--- src/rtl/cp0_exc_unit_pkg.sv ---
// Shared CP0 definitions: register addresses, exception codes, packed
// SR/Cause layouts and helpers that build the architectural read words.
package cp0_exc_unit_pkg;

  localparam int HWINT_W = 6;

  localparam logic [4:0] CP0_SR    = 5'd12;
  localparam logic [4:0] CP0_CAUSE = 5'd13;
  localparam logic [4:0] CP0_EPC   = 5'd14;
  localparam logic [4:0] CP0_PRID  = 5'd15;

  localparam logic [4:0] EXC_INT  = 5'd0;
  localparam logic [4:0] EXC_ADEL = 5'd4;
  localparam logic [4:0] EXC_ADES = 5'd5;
  localparam logic [4:0] EXC_RI   = 5'd10;
  localparam logic [4:0] EXC_OV   = 5'd12;

  // Only the implemented bits are stored; everything else reads as zero.
  typedef struct packed {
    logic [HWINT_W-1:0] im;
    logic               exl;
    logic               ie;
  } sr_t;

  typedef struct packed {
    logic               bd;
    logic [HWINT_W-1:0] ip;
    logic [4:0]         exc_code;
  } cause_t;

  function automatic logic [31:0] sr_word(sr_t s);
    return {16'h0, s.im, 8'h0, s.exl, s.ie};
  endfunction

  function automatic logic [31:0] cause_word(cause_t c);
    return {c.bd, 15'h0, c.ip, 3'h0, c.exc_code, 2'b00};
  endfunction

  // Return address: word-aligned victim PC, backed up to the branch when
  // the victim is in a delay slot. Wraps modulo 2^32.
  function automatic logic [31:0] epc_of(logic [31:0] vpc, logic bd);
    logic [31:0] pc;
    pc = vpc & ~32'h3;
    return bd ? pc - 32'd4 : pc;
  endfunction

endpackage

--- src/rtl/cp0_exc_unit_if.sv ---
// Pipeline <-> CP0 bus. master = M-stage pipeline side, slave = CP0.
interface cp0_exc_unit_if;
  import cp0_exc_unit_pkg::*;

  logic               en;
  logic [4:0]         cp0_addr;
  logic [31:0]        cp0_wdata;
  logic [31:0]        cp0_rdata;
  logic [31:0]        vpc;
  logic               bd_in;
  logic [4:0]         exc_code;
  logic [HWINT_W-1:0] hw_int;
  logic               exl_clr;
  logic               req;
  logic [31:0]        epc_out;

  modport master (
    output en, cp0_addr, cp0_wdata, vpc, bd_in, exc_code, hw_int, exl_clr,
    input  cp0_rdata, req, epc_out
  );

  modport slave (
    input  en, cp0_addr, cp0_wdata, vpc, bd_in, exc_code, hw_int, exl_clr,
    output cp0_rdata, req, epc_out
  );
endinterface

--- src/rtl/cp0_exc_unit_int_arb.sv ---
// cp0_int_arb: combinational interrupt/exception request and ExcCode select.
// Interrupts take priority over synchronous exceptions; EXL masks both.
module cp0_int_arb
  import cp0_exc_unit_pkg::*;
(
  input  logic [HWINT_W-1:0] hw_int_i,
  input  logic [HWINT_W-1:0] im_i,
  input  logic               exl_i,
  input  logic               ie_i,
  input  logic [4:0]         exc_code_i,
  output logic               int_req_o,
  output logic               exc_req_o,
  output logic [4:0]         code_o
);
  assign int_req_o = !exl_i && ie_i && (|(hw_int_i & im_i));
  assign exc_req_o = !exl_i && (exc_code_i != EXC_INT);
  assign code_o    = int_req_o ? EXC_INT : exc_code_i;
endmodule

--- src/rtl/cp0_exc_unit.sv ---
// cp0_exc_unit: M-stage coprocessor 0. Holds SR/Cause/EPC, raises req to
// redirect fetch to the handler, serves mfc0 reads and mtc0 writes.
// Optional build macro CP0_EPC_FWD_EN: forward an in-flight mtc0 EPC value
// onto epc_out so an eret right behind it needs no stall.
module cp0_exc_unit
  import cp0_exc_unit_pkg::*;
#(
  parameter logic [31:0] PRID_VAL = 32'h2023_0007
) (
  input  logic                 clk,
  input  logic                 reset,
  cp0_exc_unit_if.slave        bus
);
  sr_t         sr_q, sr_d;
  cause_t      cause_q, cause_d;
  logic [31:0] epc_q, epc_d;
  logic        int_req, exc_req, req;
  logic [4:0]  code;
  logic        wr_sr, wr_epc;

  cp0_int_arb u_arb (
    .hw_int_i   (bus.hw_int),
    .im_i       (sr_q.im),
    .exl_i      (sr_q.exl),
    .ie_i       (sr_q.ie),
    .exc_code_i (bus.exc_code),
    .int_req_o  (int_req),
    .exc_req_o  (exc_req),
    .code_o     (code)
  );

  // Held low while reset is asserted so no redirect escapes during reset.
  assign req     = (int_req | exc_req) & reset;
  assign bus.req = req;

  // A request in the same cycle drops the mtc0.
  assign wr_sr  = bus.en && !req && (bus.cp0_addr == CP0_SR);
  assign wr_epc = bus.en && !req && (bus.cp0_addr == CP0_EPC);

  // Next-state: exception entry beats mtc0; exl_clr beats an SR write's EXL.
  always_comb begin
    sr_d       = sr_q;
    cause_d    = cause_q;
    epc_d      = epc_q;
    cause_d.ip = bus.hw_int;
    if (req) begin
      sr_d.exl         = 1'b1;
      cause_d.bd       = bus.bd_in;
      cause_d.exc_code = code;
      epc_d            = epc_of(bus.vpc, bus.bd_in);
    end else begin
      if (wr_sr) begin
        sr_d.im  = bus.cp0_wdata[15:10];
        sr_d.exl = bus.cp0_wdata[1];
        sr_d.ie  = bus.cp0_wdata[0];
      end
      if (bus.exl_clr) sr_d.exl = 1'b0;
      if (wr_epc)      epc_d    = bus.cp0_wdata;
    end
  end

  // CP0 register file.
  always_ff @(posedge clk or negedge reset) begin
    if (!reset) begin
      sr_q    <= '0;
      cause_q <= '0;
      epc_q   <= '0;
    end else begin
      sr_q    <= sr_d;
      cause_q <= cause_d;
      epc_q   <= epc_d;
    end
  end

  // mfc0 read mux: register contents only, never same-cycle wdata.
  always_comb begin
    bus.cp0_rdata = 32'h0;
    case (bus.cp0_addr)
      CP0_SR:    bus.cp0_rdata = sr_word(sr_q);
      CP0_CAUSE: bus.cp0_rdata = cause_word(cause_q);
      CP0_EPC:   bus.cp0_rdata = epc_q;
      CP0_PRID:  bus.cp0_rdata = PRID_VAL;
      default:   bus.cp0_rdata = 32'h0;
    endcase
  end

`ifdef CP0_EPC_FWD_EN
  assign bus.epc_out = wr_epc ? bus.cp0_wdata : epc_q;
`else
  assign bus.epc_out = epc_q;
`endif

endmodule

--- src/flat_wrapper.sv ---
// flat-port wrapper written by rule: the top's interface ports become plain ports
module cp0_exc_unit_flat import cp0_exc_unit_pkg::*;
#(
  parameter logic [31:0] PRID_VAL = 32'h2023_0007
)
  (clk, reset, bus_en, bus_cp0_addr, bus_cp0_wdata, bus_vpc, bus_bd_in, bus_exc_code, bus_hw_int, bus_exl_clr, bus_cp0_rdata, bus_req, bus_epc_out);
  cp0_exc_unit_if bus_i ();
  input  logic clk;
  input  logic reset;
  input wire logic [$bits(bus_i.en)-1:0] bus_en;
  input wire logic [$bits(bus_i.cp0_addr)-1:0] bus_cp0_addr;
  input wire logic [$bits(bus_i.cp0_wdata)-1:0] bus_cp0_wdata;
  input wire logic [$bits(bus_i.vpc)-1:0] bus_vpc;
  input wire logic [$bits(bus_i.bd_in)-1:0] bus_bd_in;
  input wire logic [$bits(bus_i.exc_code)-1:0] bus_exc_code;
  input wire logic [$bits(bus_i.hw_int)-1:0] bus_hw_int;
  input wire logic [$bits(bus_i.exl_clr)-1:0] bus_exl_clr;
  output wire logic [$bits(bus_i.cp0_rdata)-1:0] bus_cp0_rdata;
  output wire logic [$bits(bus_i.req)-1:0] bus_req;
  output wire logic [$bits(bus_i.epc_out)-1:0] bus_epc_out;
  assign bus_i.en = bus_en;
  assign bus_i.cp0_addr = bus_cp0_addr;
  assign bus_i.cp0_wdata = bus_cp0_wdata;
  assign bus_i.vpc = bus_vpc;
  assign bus_i.bd_in = bus_bd_in;
  assign bus_i.exc_code = bus_exc_code;
  assign bus_i.hw_int = bus_hw_int;
  assign bus_i.exl_clr = bus_exl_clr;
  assign bus_cp0_rdata = bus_i.cp0_rdata;
  assign bus_req = bus_i.req;
  assign bus_epc_out = bus_i.epc_out;
  cp0_exc_unit #(.PRID_VAL(PRID_VAL)) u_core (.clk(clk), .reset(reset), .bus(bus_i));
endmodule
--- config.mk ---
export PLATFORM = sky130hd
export DESIGN_NAME = cp0_exc_unit_flat
export DESIGN_NICKNAME = d
export VERILOG_FILES = /design/src/rtl/cp0_exc_unit_pkg.sv /design/src/rtl/cp0_exc_unit_if.sv /design/src/rtl/cp0_exc_unit_int_arb.sv /design/src/rtl/cp0_exc_unit.sv /design/src/flat_wrapper.sv
export SDC_FILE = /design/constraint.sdc
export NUM_CORES = 1
export LEC_CHECK = 0
export ABC_AREA = 1
export CAP_MARGIN = 0
export CORE_MARGIN = 3
export CORE_UTILIZATION = 44
export DETAILED_ROUTE_END_ITERATION = 12
export PLACE_DENSITY = 0.9
export SLEW_MARGIN = 20
export SYNTH_ARGS = -nofsm -noshare
export SYNTH_HDL_FRONTEND = slang
export SYNTH_SLANG_ARGS = --single-unit
--- constraint.sdc ---
create_clock -name clk -period 1.8 [get_ports clk]
set_clock_uncertainty 0.2 [all_clocks]
set_input_delay 0.27 -clock clk [delete_from_list [all_inputs] [get_ports clk]]
set_output_delay 0.27 -clock clk [all_outputs]
set_load 0.005 [all_outputs]
Word level (Yosys, flattened, before mapping) --
Index checks and enable logic that the tools add are counted.
Word-level totals: logic and storage cells 37, bits of input ports 85, memories 0, bits in latches 0, memory bits (writable) 0, memory bits (read-only) 0, bits in registers 52, output and inout bits 65
Operators by class: magnitude comparators 0, multiplexer cells 8, reductions and logical operators 13, $add $sub $neg 1, eq/ne operators 4, bitwise operators 4, multiply operators 0, div/mod/pow operators 0, shift operators 0
Operators with widths (count):
- one-hot mux 32 bit (4 select lines) | 1
- two-way mux 32 bit | 3
- subtractor 32 x 3 -> 32 bit, second input constant | 1
- equality test 5 x 4 -> 1 bit, second input constant | 4
- AND 6 bit | 1
- logical AND 1 bit | 6
- OR reduction 6 bit | 1
- two-way mux 5 bit | 1
- nonzero test 5 bit | 1
- nonzero test 3 bit | 1
- logical NOT 1 bit | 2
- two-way mux 1 bit | 2
- two-way mux 2 bit | 1
- AND reduction 2 bit | 1
- nonzero test 2 bit | 1
- AND 1 bit | 1
- NOT 1 bit | 1
- bitwise OR 1 bit | 1

Longest topological paths before layout --
depth in word-level cells 11, mapped depth 14, depth with buffers taken out 14

By module --
Synthesis repeated with hierarchy kept, for this count alone.
Second synthesis, totals: cells, all modules 544, area, all modules 3601.0 um^2
Modules (own cells, without submodules):
- cp0_exc_unit | times used 1, sequential area each 1301.2 um^2, cells an instance 515, area an instance 3464.6 um^2
- cp0_int_arb | times used 1, sequential area each 0.0 um^2, cells an instance 29, area an instance 136.4 um^2

Least setup slack after synthesis --
No wires, ideal clock.
kind register to register, start register u_core.sr_q[7] in the netlist's numbering, end register u_core.epc_q[14] (netlist: u_core.bus.epc_out[14]), data arrival time 1315 ps, buffers on the path 2, stages on the path, launching flop included 13, data required time 1477 ps, setup slack 163 ps, library setup time 123 ps, clock period less this slack 1637 ps, path through dfrtp_1 > nand2_1 > nand2_1 > nor2_1 > nand2_2 > nand2_4 > nand2_2 > nand2_4 > buf_8 > buf_8 > nand2_1 > o21ai_1 > a21oi_2
Between the ends: cells in the longest elaborated chain, start to end 9, elaborated cells between the ends (all ways) 10, classes of those cells mux: 1; bitwise: 3; reduce/logical: 6
Ends and longest elaborated chain:
- start, declared | line cp0_exc_unit.sv:14 | sr_t sr_q, sr_d;
- start signal, assigned | line cp0_exc_unit.sv:69 | sr_q <= sr_d;
- AND 6 bit (*) | line cp0_exc_unit_int_arb.sv:15 | assign int_req_o = !exl_i && ie_i && (|(hw_int_i & im_i));
- OR reduction 6 bit (*) | line cp0_exc_unit_int_arb.sv:15
- logical AND 1 bit (*) | line cp0_exc_unit_int_arb.sv:15
- bitwise OR 1 bit (*) | line cp0_exc_unit.sv:33 | assign req = (int_req | exc_req) & reset;
- AND 1 bit (*) | line cp0_exc_unit.sv:33
- logical NOT 1 bit | line cp0_exc_unit.sv:38 | assign wr_epc = bus.en && !req && (bus.cp0_addr == CP0_EPC);
- logical AND 1 bit (2 in series) | line cp0_exc_unit.sv:38
- nonzero test 2 bit (no line)
- end signal, assigned | line cp0_exc_unit.sv:71 | epc_q <= epc_d;
- end, declared | line cp0_exc_unit.sv:16 | logic [31:0] epc_q, epc_d;
Every way passes the cells marked *; elsewhere a longest branch is shown, timed or not. A chain may end at the register's enable or synchronous reset.

Final worst setup path --
start register u_core.sr_q[7] in the netlist's numbering, end register u_core.epc_q[8] (netlist: u_core.bus.epc_out[8])
Same word-level chain as after synthesis.

==> impl_metrics.ini <==
[routing]
wl_per_cell_um = 19.41
maxUsedRoutingLayer = met4
drcViolationCount = 0
met3_length_um = 1869
ant_nets = 0
first_pass_iters = 6
num_vias = 5451
wl_met1_um = 6291
vias_per_cell = 5.756
drt-total-wl_um = 18380
drt_iter0_drc = 785
wl_met2_um = 8892

[placed_design]
preCtsSetupSlack_ns = -0.6457
placed_area_um2 = 5973
gp_congestion = 0.9349
dp_hpwl_um = 11370
portBuffers = 147
dp.cells = 917

[worst_setup_path]
path_cells = nand2_1 > nand2_2 > nor2_4 > nand2_4 > nand2_4 > nand2_4 > nand2_8 > buf_12 > buf_12 > nand2_4 > o21ai_2 > nand2_1 > o21ai_2
slowest_stage = dfrtp_1
critPathArrivalTime_ns = 2.05
end_kind = register
cpPeakStageDelay_ns = 0.41
required_ns = 1.82
cp_top_family = simple AND/OR/NAND/NOR gates
reg2reg_depth = 13
cpMostUsedCell = nand2_4
path_depth = 13
worst_r2r_endpoint = u_core.bus.epc_out[8]
critPathBufInv = 2
crit-reg2reg-launch = u_core.sr_q[7]
regToRegSetupSlack_ns = -0.23
cp_max_fo = 7
startpoint_type = register
critPathKind = reg -> reg

[worst_hold_path]
min-delay-path-class = in -> async

[timing]
period_needed_ns = 2.035
setup_violations = 44
rsz0062_at_grt = yes
worstMarginPinSlew_ns = 0.6792
timing.final.ws_setup_ns = -0.2346
hold_viol = 0
fin_tns_setup_ns = -4.313
finalMaxSlewViolations = 0
max_freq_ghz = 0.4915
min_period_over_period_pct = 113.0
slew_headroom_pct = 54.72

[clock_network]
insertion_delay_ns = 0.31
cts_buffers = 5
tritoncts = done
htree_levels = 2
cts.reportedPaths.clkPinSlew_ns = 0.11
cts.sinks = 52
postCtsHoldBufs = 0
cts_buffer_depth = 2
root_buffer = clkbuf_8

[yosys]
synth_cell_type_count = 32
ys_seq_area_share_pct = 34.55
synth_top_area_share_pct = 34.55
ys_top_cells_by_area = dfrtp_1 (35%), nand2_1 (19%), nand3_1 (10%)
synth-main-ff-cell = dfrtp_1
synth_top_cell_by_area = dfrtp_1
yosys_warnings = 0
synth_common_cells = nand2_1 (190), inv_1 (77), nand3_1 (76)
syn_nets = 675
synth_most_common_cell = nand2_1
synth_edf_count = 0
syn_area_um2 = 3766
ys_async_sr_fraction_pct = 100.0
synth_area_per_cell_um2 = 6.394
synth_seq_cells = 52
synth_cells = 589

[pwr]
clockPowerShare_pct = 16.6
power.switching_mw = 1.650
pwr-share-comb_pct = 45.8
leakage_nw = 3.365
switching_share_pct = 37.53
vdd_drop_max_v = 0.0003948
p_int_mw = 2.747
power-per-cell-area_nw_per_um2 = 664.8
p_seq_share_pct = 37.7

[finish]
postLayoutCellArea_um2 = 6614
fillers = 481
drive_gt1_share_pct = 32.10
area_delta_synth_final_pct = 75.61
final_cells = 947
nets = 926

[global_routing]
grt_max_degree = 53
grt_pass1_wl_um = 25630
first_global_vias = 5139
antenna_found_initial = 1
gr-usage-all-layers_pct = 32.89
grt-ovfl-total = 0

[flow_run]
maxCapViolations = 0

[floorplanning]
start_util_pct = 45.61
die_w_um = 98.52
die_height_um = 98.52
die-area_um2 = 9705
core_area_um2 = 8258
ios = 150
rows = 33

[outcome]
violations = negative setup slack
status = finished, violations left
## registers in the layout (all words and copies together), names as in the netlist
register            cells
u_core.cause_q         12
u_core.bus.epc_out     32
u_core.sr_q             8
## through the flow
step | utilization [%] | hold slack, ns | power [mW]
finish | 80.09 | 0.005533 | 4.397
global route | 80.09 | 0.009463 | 4.545
CTS | 76.24 | 0.003167 | 4.056
detailed placement | 72.33 | 0.2825 | 3.242
global placement | 72.33 | 0.2746 | 3.174
floorplan | - | -0.2256 | 2.228
## cell usage in the layout (no fill, tap or decap), types with 9 or more instances in the layout
cell type	n
xor2_1	9
dlygate4sd2_1	16
nor2_4	11
o21ai_2	10
nand4_1	9
nand2_1	148
inv_1	73
nand3_2	11
dfrtp_1	51
o21ai_0	20
nand2_4	13
nand2_2	34
nand3_1	66
buf_6	9
nor2_1	50
o21ai_1	14
buf_2	30
clkdlybuf4s50_1	90
nor2_2	18
buf_4	94
## power groups by stage
stage,clock network [mW],registers (mW),logic [mW]
finish,0.728,1.66,2.01
global route,0.750,1.67,2.13
CTS,0.701,1.61,1.74
detailed placement,0,1.64,1.61
global placement,0,1.62,1.55
floorplan,0,1.61,0.622
## cell families after synthesis
| group | count (synthesis) | synth area share [%] |
|---|---|---|
| AND/OR/NAND/NOR | 368 | 41.99 |
| AO/OA/AOI/OAI | 57 | 8.638 |
| adder cells (fa/ha/maj) | 1 | 0.3322 |
| buffers and inverters | 100 | 11.93 |
| XOR/XNOR | 11 | 2.558 |
| flip-flops | 52 | 34.55 |
## layer usage
layer / global-route usage [%] / up-vias
met5: 0 / -
met4: 18.59 / 0
met3: 5.379 / 123
met2: 58.14 / 440
met1: 37.51 / 2523
li1: - / 2365
## repair_timing
action,CTS,global route
setup endpoints to repair,70,73
gates cloned,2,3
resized for setup,211,96
setup buffers,17,2
pin swaps,26,36
endpoints found under the hold margin,0,0
## worst register-to-register path, cell delays in order, from the launching register on
cell and delay [ns]:
dfrtp_1 0.41, nand2_1 0.12, nand2_2 0.08, nor2_4 0.14
nand2_4 0.07, nand2_4 0.10, nand2_4 0.07, nand2_8 0.11
buf_12 0.16, buf_12 0.14, nand2_4 0.05, o21ai_2 0.07
nand2_1 0.11, o21ai_2 0.11
## area by class of cell
cell class | instances | area [um^2] | area share, %
antenna | 1 | 2.502 | 0.03784
clock buffer | 7 | 86.33 | 1.305
clock inverter | 1 | 7.507 | 0.1135
inverter | 80 | 305.3 | 4.616
multi-input combinational | 438 | 2414 | 36.49
sequential | 52 | 1303 | 19.69
tap | 105 | 131.4 | 1.986
timing repair buffer | 263 | 2365 | 35.75
## how the worst max path moves through the flow
stage          slack (ns)            start                endpoint
2_1_floorplan        0.16   u_core.sr_q[7]  u_core.bus.epc_out[14]
3_3_place_gp        -0.58  bus_cp0_addr[1]       bus_cp0_rdata[13]
3_5_place_dp        -0.65  bus_cp0_addr[2]        bus_cp0_rdata[3]
4_1_cts             -0.05   u_core.sr_q[5]   u_core.bus.epc_out[8]
5_1_grt             -0.30   u_core.sr_q[7]   u_core.bus.epc_out[7]
6_report            -0.23   u_core.sr_q[7]   u_core.bus.epc_out[8]
Power figures use the tool's default switching activity.
